## src/rtl/mmio_ports.sv

```systemverilog
// Memory-mapped board I/O register bank for the CPU data bus: LED register,
// synchronised switches, debounced buttons with sticky edge flags, prescaled tick.
module mmio_ports #(
  parameter int          DATA_W  = 8,
  parameter int          ADDR_W  = 11,
  parameter int unsigned BASE    = (1 << (ADDR_W - 3)) - 1,
  parameter int          N_BTN   = 4,
  parameter int          N_SW    = 4,
  parameter int          N_LED   = 4,
  parameter int          DB_W    = 16,
  parameter int          PRESC_W = 10
) (
  input  logic              clk,
  input  logic              rst_n,
  input  logic [ADDR_W-1:0] addr,
  input  logic              wr,
  input  logic [DATA_W-1:0] wdata,
  output logic [DATA_W-1:0] rdata,
  output logic              hit,
  input  logic [N_BTN-1:0]  buttons,
  input  logic [N_SW-1:0]   switches,
  output logic [N_LED-1:0]  leds
);

  localparam logic [ADDR_W-4:0] BASE_SEL = (ADDR_W - 3)'(BASE);

  localparam logic [2:0] OFF_LED  = 3'd0;
  localparam logic [2:0] OFF_SW   = 3'd1;
  localparam logic [2:0] OFF_BTN  = 3'd2;
  localparam logic [2:0] OFF_EDGE = 3'd3;
  localparam logic [2:0] OFF_TICK = 3'd4;

  logic              in_win;
  logic              wr_en;
  logic [2:0]        off;

  logic [N_SW-1:0]   sw_s1_reg;
  logic [N_SW-1:0]   sw_s2_reg;
  logic [N_BTN-1:0]  btn_s1_reg;
  logic [N_BTN-1:0]  btn_s2_reg;

  logic [N_BTN-1:0]  btn_level;
  logic [N_BTN-1:0]  btn_rise;

  logic [DATA_W-1:0]  led_reg;
  logic [N_BTN-1:0]   edge_reg;
  logic [N_BTN-1:0]   edge_clr;
  logic [N_BTN-1:0]   edge_next;
  logic [DATA_W-1:0]  tick_reg;
  logic [PRESC_W-1:0] presc_reg;

  logic [DATA_W-1:0] rd_next;
  logic [DATA_W-1:0] rdata_reg;
  logic              hit_reg;

  assign in_win = (addr[ADDR_W-1:3] == BASE_SEL);
  assign wr_en  = wr & in_win;
  assign off    = addr[2:0];

  // Two-flop synchronisers for the raw asynchronous board inputs
  always_ff @(posedge clk or negedge rst_n) begin
    if (!rst_n) begin
      sw_s1_reg  <= '0;
      sw_s2_reg  <= '0;
      btn_s1_reg <= '0;
      btn_s2_reg <= '0;
    end else begin
      sw_s1_reg  <= switches;
      sw_s2_reg  <= sw_s1_reg;
      btn_s1_reg <= buttons;
      btn_s2_reg <= btn_s1_reg;
    end
  end

  generate
    for (genvar gi = 0; gi < N_BTN; gi++) begin : g_debounce
      logic [DB_W-1:0] cnt_reg;
      logic            stable_reg;
      logic            settle;

      // Input has differed from the stable level for 2^DB_W consecutive cycles
      assign settle = (btn_s2_reg[gi] != stable_reg) && (cnt_reg == {DB_W{1'b1}});

      always_ff @(posedge clk or negedge rst_n) begin
        if (!rst_n) begin
          cnt_reg    <= '0;
          stable_reg <= 1'b0;
        end else if (btn_s2_reg[gi] == stable_reg) begin
          cnt_reg <= '0;
        end else if (settle) begin
          stable_reg <= btn_s2_reg[gi];
          cnt_reg    <= '0;
        end else begin
          cnt_reg <= cnt_reg + DB_W'(1);
        end
      end

      assign btn_level[gi] = stable_reg;
      assign btn_rise[gi]  = settle & btn_s2_reg[gi];
    end
  endgenerate

  always_comb begin
    edge_clr = '0;
    if (wr_en && (off == OFF_EDGE)) begin
      edge_clr = wdata[N_BTN-1:0];
    end
  end

  // A rising edge in the same cycle as a clear keeps the flag set
  assign edge_next = (edge_reg & ~edge_clr) | btn_rise;

  always_ff @(posedge clk or negedge rst_n) begin
    if (!rst_n) begin
      led_reg  <= '0;
      edge_reg <= '0;
    end else begin
      edge_reg <= edge_next;
      if (wr_en && (off == OFF_LED)) begin
        led_reg <= wdata;
      end
    end
  end

  // A bus write to TICK takes priority over a prescaler increment
  always_ff @(posedge clk or negedge rst_n) begin
    if (!rst_n) begin
      tick_reg  <= '0;
      presc_reg <= '0;
    end else if (wr_en && (off == OFF_TICK)) begin
      tick_reg  <= wdata;
      presc_reg <= '0;
    end else begin
      presc_reg <= presc_reg + PRESC_W'(1);
      if (presc_reg == {PRESC_W{1'b1}}) begin
        tick_reg <= tick_reg + DATA_W'(1);
      end
    end
  end

  always_comb begin
    rd_next = '0;
    case (off)
      OFF_LED:  rd_next = led_reg;
      OFF_SW:   rd_next[N_SW-1:0] = sw_s2_reg;
      OFF_BTN:  rd_next[N_BTN-1:0] = btn_level;
      OFF_EDGE: rd_next[N_BTN-1:0] = edge_reg;
      OFF_TICK: rd_next = tick_reg;
      default:  rd_next = '0;
    endcase
  end

  // Registered read path lines up with the data BRAM's one-cycle latency
  always_ff @(posedge clk or negedge rst_n) begin
    if (!rst_n) begin
      rdata_reg <= '0;
      hit_reg   <= 1'b0;
    end else begin
      rdata_reg <= in_win ? rd_next : '0;
      hit_reg   <= in_win;
    end
  end

  assign rdata = rdata_reg;
  assign hit   = hit_reg;
  assign leds  = led_reg[N_LED-1:0];

endmodule

```

## config.mk

```make
export PLATFORM = sky130hd
export DESIGN_NAME = mmio_ports
export DESIGN_NICKNAME = d
export VERILOG_FILES = /design/src/rtl/mmio_ports.sv
export SDC_FILE = /design/constraint.sdc
export NUM_CORES = 1
export LEC_CHECK = 0
export ABC_CLOCK_PERIOD_IN_PS = 2300
export CELL_PAD_IN_SITES_DETAIL_PLACEMENT = 0
export CELL_PAD_IN_SITES_GLOBAL_PLACEMENT = 1
export CORE_MARGIN = 2
export CORE_UTILIZATION = 30
export CTS_CLUSTER_SIZE = 14
export DETAILED_ROUTE_END_ITERATION = 16
export MAX_ROUTING_LAYER = met4
export PLACE_DENSITY = 0.53
export SYNTH_ARGS = -nofsm -noshare
export SYNTH_HDL_FRONTEND = slang
export SYNTH_SLANG_ARGS = --single-unit
```

## constraint.sdc

```tcl
create_clock -name clk -period 2.3 [get_ports clk]
set_input_delay 0.23 -clock clk [delete_from_list [all_inputs] [get_ports clk]]
set_output_delay 0.23 -clock clk [all_outputs]
set_load 0.1 [all_outputs]
```

# Word level (Yosys, flattened, before mapping)
# Cells that the tools add are included.
[totals]
regBits = 123
latchBits = 0
ramBits = 0
rom_bits = 0
inputBits = 30
out_inout_bits = 13
wordCells = 82
n_memories = 0
[classes]
n_addsub = 6
n_mul = 0
div_mod_pow = 0
order_cmp = 0
eq_ne = 18
n_shift = 0
muxes = 15
bitwise_logic = 12
n_reduce_logical = 13
[ops]
columns = ["cell", "n"]
rows = [
  ["16-bit two-way mux", 8],
  ["16-bit by 1-bit adder with 16-bit output, second input constant", 4],
  ["16-bit == test, second input constant", 4],
  ["8-bit two-way mux", 3],
  ["4-bit one-hot mux with 5 select lines", 1],
  ["10-bit by 1-bit adder with 10-bit output, second input constant", 1],
  ["10-bit == test, second input constant", 1],
  ["10-bit two-way mux", 1],
  ["8-bit by 1-bit adder with 8-bit output, second input constant", 1],
  ["8-bit == test, second input constant", 1],
  ["4-bit one-hot mux with 2 select lines", 1],
  ["2-bit AND reduction", 4],
  ["1-bit logical AND", 7],
  ["3-bit by 2-bit == test with 1-bit output, second input constant", 2],
  ["1-bit bitwise AND", 5],
  ["4-bit bitwise AND", 1],
  ["1-bit == test", 4],
  ["4-bit two-way mux", 1],
  ["1-bit != test", 4],
  ["1-bit NOT", 4],
  ["4-bit NOT", 1],
  ["4-bit OR", 1],
  ["3-bit by 1-bit == test with 1-bit output, second input constant", 1],
  ["3-bit == test, second input constant", 1],
  ["2 further kinds", 2],
]

# Logic depth before layout (Yosys ltp)
[depth]
depth_word = 7
ltp_mapped = 8
depth_no_buf = 6

# Least setup slack after synthesis
# OpenSTA, ideal clock, no wires.
[synth_timing]
path_type = "flip-flop to flip-flop"
startpoint = "reg g_debounce[3].cnt_reg[0]"
endpoint = "reg g_debounce[3].cnt_reg[10]"
setup_time_ps = 119
t_arrival_ps = 1534
t_required_ps = 2181
setup_slack_ps = 647
stages_incl_launch_ff = 8
n_path_buf = 1
synth_period_minus_slack_ps = 1653
path_cell_list = "dfrtp_1 > ha_1 > nand3_2 > nor4_4 > nand3_2 > nand2_2 > buf_4 > nor2_1"
[synth_via]
elab_chain_len = 4
word_cells_on_any_way = 5
cone_classes = "add/sub: 1; eq/ne: 1; mux: 2; reduce/logical: 1"
[synth_rtl]
columns = ["item", "line_no", "text"]
rows = [
  ["start, declared", "77", "logic [DB_W-1:0] cnt_reg;"],
  ["start signal, assigned", "94", "cnt_reg <= cnt_reg + DB_W'(1);"],
  ["parallel branches: the longest is 2 deep, another holds 16-bit by 1-bit adder with 16-bit output", "-", ""],
  ["16-bit two-way mux *", "90", "end else if (settle) begin"],
  ["16-bit two-way mux *", "88", "end else if (btn_s2_reg[gi] == stable_reg) begin"],
]
# Mark *: on every way between the ends.
# A chain may end at the register's enable or synchronous reset.

# Final worst setup path
[layout_timing]
startpoint = "reg g_debounce[3].cnt_reg[0]"
endpoint = "reg g_debounce[3].cnt_reg[11]"
# Same word-level chain as after synthesis.

==> results.md <==
* Crit path DAT at 2170 ps
* Number of synthesized register bits at 123
* Synthesized area per cell at 10.9 sq um
* LEAKAGE at 3.07 nW
* Net Sw Power at 1.17 mW
* Clock share of power at 51.6%
* Nets at 609
* Area grow syn2layout at 23.5%
* Die Height at 140 um
* Root Buffer: clkbuf_16
* CTS H-Tree Depth at 4
* Switching Fraction at 21.6%
* Slew Limit Fails at 0
* GP Congestion at 0.755
* Initial antenna violation count at 0
* Skew final at 6.54 ps
* WS Path Type: register to register
* Avg WL per Cell at 13.9 um
* Max clock buf depth at 2
* Gr usage total at 13.0%
* Simple-gate share of the synthesized area at 21.6%
* Synth Warn # at 0
* Final Critical Period at 1890 ps
* Global route total overflow at 0
* DIE AREA at 0.0197 sq mm
* P_int at 4.25 mW
* Worst Setup Start Kind: register
* Hold Path Class: primary input to register
* Vias per cell at 4.53
* Final total power at 5.42 mW
* DRC at 0
* Final cycle utilization of the critical path at 82.1%
* Ant diodes at 0
* FF-to-FF Start: g_debounce[3].cnt_reg[0]
* Power Dens Cells at 786 mW/mm^2
* Maximum vdd ir drop at 494 uV
* RSZ-0062 raised after global routing: no
* Pin count of the biggest net entering global routing at 51
* Pre-CTS setup slack at 251 ps
* DR iter-0 viols at 142
* Die width at 140 um
* Hold wc startpoint: switches[3]
* Post-detail-place hpwl at 8030 um
* Final setup violation count at 0
* Via count at 3693
* WL final at 11300 um
* Fin. Hold Viols at 0
* Clock Sink Count at 123
* Largest register FFs at 64
* Most common cell in the netlist: dfrtp_1
* Row Count at 49
* Crit. End Element: register
* Mux cell area share after synthesis at 4.44%
* Initial Utilization at 30.9%
* Top cells by area, synth: dfrtp_1 55%, xor2_1 6.7%, nor2_1 6.0%, xnor2_1 4.5%, nand3_1 3.0%
* R2R Path End: g_debounce[3].cnt_reg[11]
* CTS clk-pin slew, worst paths at 50 ps
* FMAX at 529 MHz
* Clock buffers created by TritonCTS at 17
* Area share of fa/ha/maj cells after synthesis at 1.34%
* CTS tree: built
* Critical path peak fanout at 15
* Xor/xnor cell area share of the yosys netlist at 11.3%
* PnR worst setup slack at 411 ps
* Num ports at 43
* Status: complete, no violations
* Top cells by count, synth: 123 x dfrtp_1, 89 x nor2_1, 43 x xor2_1
* Placeable Area at 0.0181 sq mm
* CTS resizes at 0
* Worst Tran Pin Value at 613 ps
* Synth cell types at 48
* Routed Antenna Nets at 0
* Post-Syn Area at 0.00558 sq mm
* Vias in the first global route at 3862
* Setup_tns at 0 ps
* Mapped Cells at 512
* R2R depth at 6
* Share of synthesized registers carrying an async set or reset at 100%
* Number of synthesized flops with an enable pin at 0
* DR pass1 iterations at 4
* Main synth FF type: dfrtp_1
* Compound-Gate Fraction of Synth Area at 3.14%
* Rel. slew slack at 58.8%
* Seq pwr share at 43.3%
* Synthesized Nets at 548
* Hold endpoint: sw_s1_reg[3]
* Layout cells sized above 1 at 15.9%
* Top-area cell type share of the netlist area at 55.1%
* Largest family of logic cells by synthesized area: simple AND/OR/NAND/NOR gates
* Area leader, netlist: dfrtp_1
* Register area share after synthesis at 55.1%
* Number of port buffers at 42
* Worst reg2reg setup slack at 410 ps
* Hold path depth at 1
* Max Cap Viol at 0
* First-pass GRT wire length at 19600 um
* Logic pwr share at 5.1%
* Worst-Skew Late Latency at 410 ps
* Req. time, crit path at 2580 ps
-- worst max-delay path, stage by stage, from the launching register on --
cell	delay (ps)
dfrtp_1	380
ha_1	220
nand3_2	190
nor4_4	410
nand3_2	180
nand2_2	280
nor2_1	90
-- power by group through the flow --
stage          Clock [mW]  Combinational, mW  Sequential, mW
2_1_floorplan           0              0.145            2.36
3_3_place_gp            0              0.279            2.38
3_5_place_dp            0              0.281            2.38
4_1_cts              2.88              0.285            2.34
5_1_grt              2.99              0.317            2.36
6_report             2.80              0.276            2.34
-- cells by family after synthesis --
family	after synthesis
mux	23
fa+ha+maj	6
xor+xnor	72
buf+inv	27
simple gates	232
compound gates	29
flops	123
-- stage by stage --
step           cells  util [%]  cell area, sq um  hold WS [ps]
2_1_floorplan    512         -              5580         -65.6
4_1_cts          815      38.1              6900           236
3_3_place_gp     782      34.6              6260           199
3_5_place_dp     782      34.6              6260           200
5_1_grt          815      38.1              6900           237
6_report         815      38.1              6900           258
-- how the worst max path moves through the flow --
stage,startpoint,to,slack [ps],cells past startpoint
after floorplan,g_debounce[3].cnt_reg[0],g_debounce[3].cnt_reg[10],650,7
after global placement,addr[0],rdata[2],270,6
after detailed placement,addr[9],led_reg[1],250,6
after CTS,g_debounce[3].cnt_reg[0],g_debounce[3].cnt_reg[9],370,6
after global routing,g_debounce[3].cnt_reg[0],g_debounce[3].cnt_reg[5],250,6
final,g_debounce[3].cnt_reg[0],g_debounce[3].cnt_reg[11],410,6
-- layout by cell type, fill, tap and decap left out, types with 2 or more instances in the layout --
| cell type | count |
|---|---|
| clkdlybuf4s50_1 | 28 |
| and4_2 | 2 |
| nor3_2 | 2 |
| nand3_2 | 2 |
| xnor2_1 | 29 |
| nand2b_1 | 3 |
| bufinv_16 | 4 |
| nand3_1 | 34 |
| clkinvlp_4 | 2 |
| mux2i_1 | 9 |
| dfrtp_1 | 123 |
| o22ai_1 | 4 |
| or3_1 | 2 |
| inv_1 | 10 |
| a21o_1 | 3 |
| nor3_1 | 5 |
| mux2_2 | 14 |
| clkbuf_1 | 2 |
| nor2_1 | 89 |
| nor4_4 | 2 |
| nand2_1 | 36 |
| nand4_1 | 15 |
| nor4_1 | 2 |
| a22oi_1 | 4 |
| xor2_1 | 43 |
| o21ai_0 | 9 |
| and3_1 | 11 |
| and4_1 | 4 |
| nor2b_1 | 2 |
| clkinv_2 | 3 |
| clkbuf_8 | 2 |
| buf_4 | 29 |
| a21oi_1 | 7 |
| clkbuf_16 | 17 |
| nor3b_1 | 3 |
| and2_1 | 6 |
| clkinv_4 | 2 |
| ha_1 | 6 |
-- final cells by class --
| type | instances | area, sq um |
|---|---|---|
| Fill cell | 1783 | 11200 |
| Sequential cell | 123 | 3080 |
| Multi-Input combinational cell | 362 | 2340 |
| Timing Repair Buffer | 59 | 528 |
| Clock buffer | 21 | 460 |
| Tap cell | 229 | 287 |
| Clock inverter | 11 | 168 |
| Inverter | 10 | 37.5 |
-- layer usage --
| metal | vias to the layer above | GRT usage (%) | part of all wire [%] |
|---|---|---|---|
| li1 | 1849 | - | - |
| met1 | 1799 | 17.2 | 50 |
| met2 | 33 | 19.2 | 46 |
| met3 | 12 | 3.32 | 2.6 |
| met4 | 0 | 4.78 | 1.5 |
| met5 | - | - | 0 |
-- what timing repair did --
action / in CTS / in global routing
hold endpoints to repair: 27 / 0
hold buffers: 1 / 0
setup buffers: 0 / 0
No activity file was read; power rests on OpenSTA's default activity.
